**src/rtl/cam_capture_ctrl_if.sv**
```systemverilog
// Frame-buffer write port bundle for cam_capture_ctrl.
// master: capture controller drives addr/data/strobe; slave: buffer samples them.
interface cam_capture_ctrl_if #(
    parameter int AW = 15
) ();
    logic [AW-1:0] mem_px_addr;
    logic [11:0]   mem_px_data;
    logic          px_wr;

    modport master (output mem_px_addr, mem_px_data, px_wr);
    modport slave  (input  mem_px_addr, mem_px_data, px_wr);
endinterface

```
**src/rtl/cam_capture_ctrl.sv**
```systemverilog
// OV7670 RGB444 capture sequencer: oversamples camera pins, packs byte pairs
// into 12-bit pixels and writes them linearly into the frame buffer.
// Ports: clk, rst (sync, active high), CAM_pclk/CAM_vsync/CAM_href/CAM_px_data
// camera pins, wr (buffer write bundle: mem_px_addr, mem_px_data, px_wr),
// frame_done (1-cycle pulse), line_err (sticky until next frame start).
// Option CAM_SNAPSHOT_EN: adds snap_req/snap_busy for single-frame capture.
module cam_capture_ctrl #(
    parameter int IMG_W = 160,
    parameter int IMG_H = 120,
    parameter int AW    = 15
) (
    input  logic        clk,
    input  logic        rst,
    input  logic        CAM_pclk,
    input  logic        CAM_vsync,
    input  logic        CAM_href,
    input  logic [7:0]  CAM_px_data,
    cam_capture_ctrl_if.master wr,
    output logic        frame_done,
    output logic        line_err
`ifdef CAM_SNAPSHOT_EN
    ,
    input  logic        snap_req,
    output logic        snap_busy
`endif
);

    localparam int TOTAL = IMG_W * IMG_H;
    localparam int CW    = AW + 1;
    localparam int LW    = $clog2(IMG_W + 2);
    localparam int HW    = $clog2(IMG_H + 2);

    typedef enum logic [2:0] {
        IDLE,
        WAIT_FRAME,
        WAIT_HREF,
        BYTE1,
        BYTE2
    } state_t;

    // {pclk, vsync, href, data} travel together so data stays aligned
    logic [10:0] sync1, sync2, sync3;
    logic        rise_r;

    always_ff @(posedge clk) begin
        if (rst) begin
            sync1  <= '0;
            sync2  <= '0;
            sync3  <= '0;
            rise_r <= 1'b0;
        end else begin
            sync1  <= {CAM_pclk, CAM_vsync, CAM_href, CAM_px_data};
            sync2  <= sync1;
            sync3  <= sync2;
            rise_r <= sync2[10] & ~sync3[10];
        end
    end

    logic       vsync_r, href_r;
    logic [7:0] data_r;

    assign vsync_r = sync3[9];
    assign href_r  = sync3[8];
    assign data_r  = sync3[7:0];

    state_t        state;
    logic [3:0]    byte1_lo;
    logic [CW-1:0] px_cnt;
    logic [LW-1:0] line_px;
    logic [HW-1:0] line_cnt;
    logic          done_ok;

    // Line count check also rejects a frame cut off with href still high
    assign done_ok = (state == WAIT_HREF) && !line_err &&
                     (px_cnt == CW'(TOTAL)) && (line_cnt == HW'(IMG_H));

`ifdef CAM_SNAPSHOT_EN
    localparam state_t END_STATE = IDLE;
`else
    localparam state_t END_STATE = WAIT_FRAME;
`endif

    always_ff @(posedge clk) begin
        if (rst) begin
            state          <= IDLE;
            byte1_lo       <= '0;
            px_cnt         <= '0;
            line_px        <= '0;
            line_cnt       <= '0;
            wr.mem_px_addr <= '0;
            wr.mem_px_data <= '0;
            wr.px_wr       <= 1'b0;
            frame_done     <= 1'b0;
            line_err       <= 1'b0;
`ifdef CAM_SNAPSHOT_EN
            snap_busy      <= 1'b0;
`endif
        end else begin
            wr.px_wr   <= 1'b0;
            frame_done <= 1'b0;
`ifdef CAM_SNAPSHOT_EN
            if (state == IDLE && snap_req && !snap_busy)
                snap_busy <= 1'b1;
`endif
            if (rise_r) begin
                unique case (state)
                    IDLE: begin
`ifdef CAM_SNAPSHOT_EN
                        if (vsync_r && snap_busy)
                            state <= WAIT_FRAME;
`else
                        if (vsync_r)
                            state <= WAIT_FRAME;
`endif
                    end
                    WAIT_FRAME: begin
                        if (!vsync_r) begin
                            state          <= WAIT_HREF;
                            px_cnt         <= '0;
                            wr.mem_px_addr <= '0;
                            line_px        <= '0;
                            line_cnt       <= '0;
                            line_err       <= 1'b0;
                        end
                    end
                    WAIT_HREF, BYTE1, BYTE2: begin
                        if (vsync_r) begin
                            // vsync wins over href; any pending byte is dropped
                            frame_done <= done_ok;
                            state      <= END_STATE;
`ifdef CAM_SNAPSHOT_EN
                            snap_busy  <= 1'b0;
`endif
                        end else if (!href_r) begin
                            if (state != WAIT_HREF) begin
                                if (state == BYTE2 ||
                                    line_px != LW'(IMG_W))
                                    line_err <= 1'b1;
                                if (line_cnt != '1)
                                    line_cnt <= line_cnt + HW'(1);
                                line_px <= '0;
                            end
                            state <= WAIT_HREF;
                        end else if (state == BYTE2) begin
                            if (line_px != '1)
                                line_px <= line_px + LW'(1);
                            if (px_cnt == CW'(TOTAL)) begin
                                // buffer full: drop pixel, never wrap
                                line_err <= 1'b1;
                            end else begin
                                wr.px_wr       <= 1'b1;
                                wr.mem_px_addr <= px_cnt[AW-1:0];
                                wr.mem_px_data <= {byte1_lo, data_r};
                                px_cnt         <= px_cnt + CW'(1);
                            end
                            state <= BYTE1;
                        end else begin
                            byte1_lo <= data_r[3:0];
                            state    <= BYTE2;
                        end
                    end
                    default: state <= IDLE;
                endcase
            end
        end
    end

endmodule
```
**src/flat_wrapper.sv**
```systemverilog
// flat-port wrapper written by rule: the top's interface ports become plain ports
module cam_capture_ctrl_flat 
#(
    parameter int IMG_W = 160,
    parameter int IMG_H = 120,
    parameter int AW    = 15
)
  (clk, rst, CAM_pclk, CAM_vsync, CAM_href, CAM_px_data, frame_done, line_err, wr_mem_px_addr, wr_mem_px_data, wr_px_wr);
  cam_capture_ctrl_if #(.AW(AW)) wr_i ();
  input  logic clk;
  input  logic rst;
  input  logic CAM_pclk;
  input  logic CAM_vsync;
  input  logic CAM_href;
  input  logic [7:0] CAM_px_data;
  output logic frame_done;
  output logic line_err;
  output wire logic [$bits(wr_i.mem_px_addr)-1:0] wr_mem_px_addr;
  output wire logic [$bits(wr_i.mem_px_data)-1:0] wr_mem_px_data;
  output wire logic [$bits(wr_i.px_wr)-1:0] wr_px_wr;
  assign wr_mem_px_addr = wr_i.mem_px_addr;
  assign wr_mem_px_data = wr_i.mem_px_data;
  assign wr_px_wr = wr_i.px_wr;
  cam_capture_ctrl #(.IMG_W(IMG_W), .IMG_H(IMG_H), .AW(AW)) u_core (.clk(clk), .rst(rst), .CAM_pclk(CAM_pclk), .CAM_vsync(CAM_vsync), .CAM_href(CAM_href), .CAM_px_data(CAM_px_data), .wr(wr_i), .frame_done(frame_done), .line_err(line_err));
endmodule
```
**config.mk**
```make
export PLATFORM = sky130hd
export DESIGN_NAME = cam_capture_ctrl_flat
export DESIGN_NICKNAME = d
export VERILOG_FILES = /design/src/rtl/cam_capture_ctrl_if.sv /design/src/rtl/cam_capture_ctrl.sv /design/src/flat_wrapper.sv
export SDC_FILE = /design/constraint.sdc
export NUM_CORES = 1
export LEC_CHECK = 0
export CORE_MARGIN = 10
export CORE_UTILIZATION = 50
export CTS_CLUSTER_SIZE = 30
export DETAILED_ROUTE_END_ITERATION = 12
export PLACE_DENSITY = 0.75
export RECOVER_POWER = 100
export SLEW_MARGIN = 20
export SYNTH_ARGS = -nofsm -noshare
export SYNTH_HDL_FRONTEND = slang
export SYNTH_SLANG_ARGS = --single-unit
```
**constraint.sdc**
```tcl
create_clock -name clk -period 2.46 [get_ports clk]
set_input_delay 0.738 -clock clk [delete_from_list [all_inputs] [get_ports clk]]
set_output_delay 0.738 -clock clk [all_outputs]
set_load 0.03 [all_outputs]
```
==> results.md <==
- Status: completed
- Resize count post-CTS: 0
- Final hold violations: 0
- Period utilisation layout: 91.6%
- Initial core utilization: between 50% and 60%
- Crit Path Category: reg2out
- EDFF count, synth: 0
- Post-CTS setup buffers: 0
- WL final: 8380 µm
- Largest cells by area after synthesis: dfxtp_1 51%, nor2b_1 6.0%, a21oi_1 5.7%, nand2_1 4.9%, nand3_1 3.7%
- Max Cap Viol: 0
- Clock tree root driver cell: clkbuf_8
- Startpoint type of the worst setup path: flop
- Post-synth top area cell: dfxtp_1
- First-pass GRT wire length: 14,100 µm
- Io pins: 43
- Via Count: 3,282
- Rel. slew slack: 56.9%
- CP max FO: 3
- Deepest clock path buffer count: 2
- Slew @ Worst Pin: between 600 and 700 ps
- Clk slew on worst S/H paths: 110 ps
- Net count after synthesis: 481
- Fin Clk Skew: between 15 and 20 ps
- Total core area: 7810 µm²
- Power per cell area: between 600 and 700 nW/µm²
- Ys flop type: dfxtp_1
- RePlAce Congestion: about 0.84
- Fin Setup TNS: 0 ps
- Area of the multi-input gates: 1790 µm²
- Leakage: 1.75 nW
- RSZ-0062 raised after global routing: false
- Fin crit period: 2250 ps
- Synth top cells by count: 102 x dfxtp_1, 53 x nand2_1, 46 x a21oi_1
- CP cell instances: dlygate4sd3_1
- Seq cells post-synth: slightly above 100
- CTS tree: built
- VDD IR max: 0.435 mV
- Largest net degree at the start of global routing: 65
- 1st-pass router iterations: 4
- Die width: 110 µm
- Worst R2R Start: u_core.px_cnt[14]
- Ys async rst share: 0%
- Inserted Clock Buffers: 9
- Area Growth Syn to Fin: 16.7%
- Fill count: ~690
- Critical path data required time: 1720 ps
- Slew Viols, Final: 0
- Cell Area, Synth: 4040 µm²
- GR Util All Layers: 14.3%
- Grt ovf: 0
- Worst hold path type: reg2reg
- Synth top area share: 50.5%
- Yosys cell types: 50
- Initial antenna violation count: 0
- Clock sink total: 102
- Vias/cell: 5.48
- Hold Crit Start: u_core.sync3[10]
- Endpoint type of the worst setup path: output port
- FP Rows: 32
- Mean Syn Cell Area: 8.75 µm²
- Register Area: 2040 µm²
- Die ar.: 12,100 µm²
- DR WL/cell: 14.0 µm
- DRC Markers: 0
- Fin nets: 511
- Share of cells above drive strength 1: 6.64%
- Slowest cell delay on critical path: between 700 and 800 ps
- Peak Freq: around 440 MHz
- PortBufs: 42
- DRT antenna net count: 0
- Cells after Synth: about 460
- WP data arrival: 1520 ps
- Crit path from: u_core.line_err
- Setup-failing EPs final: 0
- Fin Hold WS: 390 ps
- Die Y-Extent: 110 µm
- Hold buffers post-CTS: 0
- Sequential area share after synthesis: 50.5%
- Dpl hpwl: 5770 µm
- Initial DRC count: 217
- Synthesis Warnings: 0
- CTS H-tree lvls: 3
- Clock Latency Late Sink: 380 ps
- Critical path's top delay family: buffers and inverters
- Vias in the first global route: 3,034
- Slowest-stage cell, CP: dlygate4sd3_1
- Most common cell in the netlist: dfxtp_1
- Worst path bufs/invs: 1
- Antenna Cells: 0
[logic make-up after synthesis]
| family | synth area share, % |
|---|---|
| AOI/OAI and AO/OA | 13.7 |
| xor gates and xnor gates | 0.650 |
| adders and majority gates | 1.86 |
| buffers and inverters | 4.98 |
| DFF | 50.5 |
| muxes | 1.49 |
| and+or+nand+nor | 26.8 |
[flip-flops by register name, summed over array words and instances, names as in the netlist]
signal and flops:
u_core.wr.mem_px_addr 15, u_core.state 3, u_core.line_cnt 7, u_core.rise_r 1, u_core.line_px 8, u_core.wr.px_wr 1, u_core.line_err 1, u_core.sync1 11
u_core.sync2 11, u_core.frame_done 1, u_core.px_cnt 16, u_core.wr.mem_px_data 12, u_core.byte1_lo 4, u_core.sync3 11
[stage by stage]
step	cells	instance area [µm²]	power, W	utilization (%)	worst slack, ps
2_1_floorplan	462	4040	0.00176	-	493
3_3_place_gp	583	4500	0.00179	57.7	398
3_5_place_dp	583	4500	0.00179	57.7	327
4_1_cts	599	4720	0.00288	60.5	234
5_1_grt	599	4720	0.00295	60.4	19.2
6_report	599	4720	0.00284	60.4	205
[per-layer routing]
metal	GRT usage, %	up-vias	routed length (µm)
met5	0	-	0
met4	5.76	0	104
met3	4.80	13	475
met2	22.9	81	4030
met1	17.2	1525	3770
li1	-	1663	-
[final timing paths]
kind / cells after the start / slack, ps / end
worst min register to register: 1 / 390 / u_core.rise_r
worst min-delay path: 1 / 390 / u_core.rise_r
worst max register to register: 6 / 250 / u_core.wr.mem_px_addr[13]
worst max-delay path: 1 / 210 / line_err
[report_power, final]
part	switching, W	internal, W
clock network	0.000663	0.000419
registers	0.00000782	0.00167
logic	0.0000376	0.0000350
[cells in the final DEF (no fill, tap or decap), drive strengths merged, types with 2 or more instances in the layout]
master,count
a21oi,46
a31oi,3
a41oi,3
and2,2
and3,5
and4,3
buf,10
clkbuf,10
clkdlybuf4s50,11
clkinv,4
dfxtp,102
dlygate4sd3,30
ha,6
inv,15
mux2i,6
nand2,53
nand2b,3
nand3,32
nand4,16
nor2,22
nor2b,39
nor3,10
nor4,2
nor4b,2
nor4bb,3
o211a,2
o21a,2
o21ai,28
o31ai,5
or2,3
or3,5
or4,2
xor2,2
[final cells by class]
type / instances / share of cell area [%]
inverters: 12 / 0.955
clock buffers: 9 / 2.63
repair buffers: 52 / 10.4
clock inverters: 7 / 2.04
flip-flops and latches: 102 / 43.3
multi-input cells: 315 / 38.0
well taps: 102 / 2.71
Note: power is estimated with default switching activity, not from simulation.
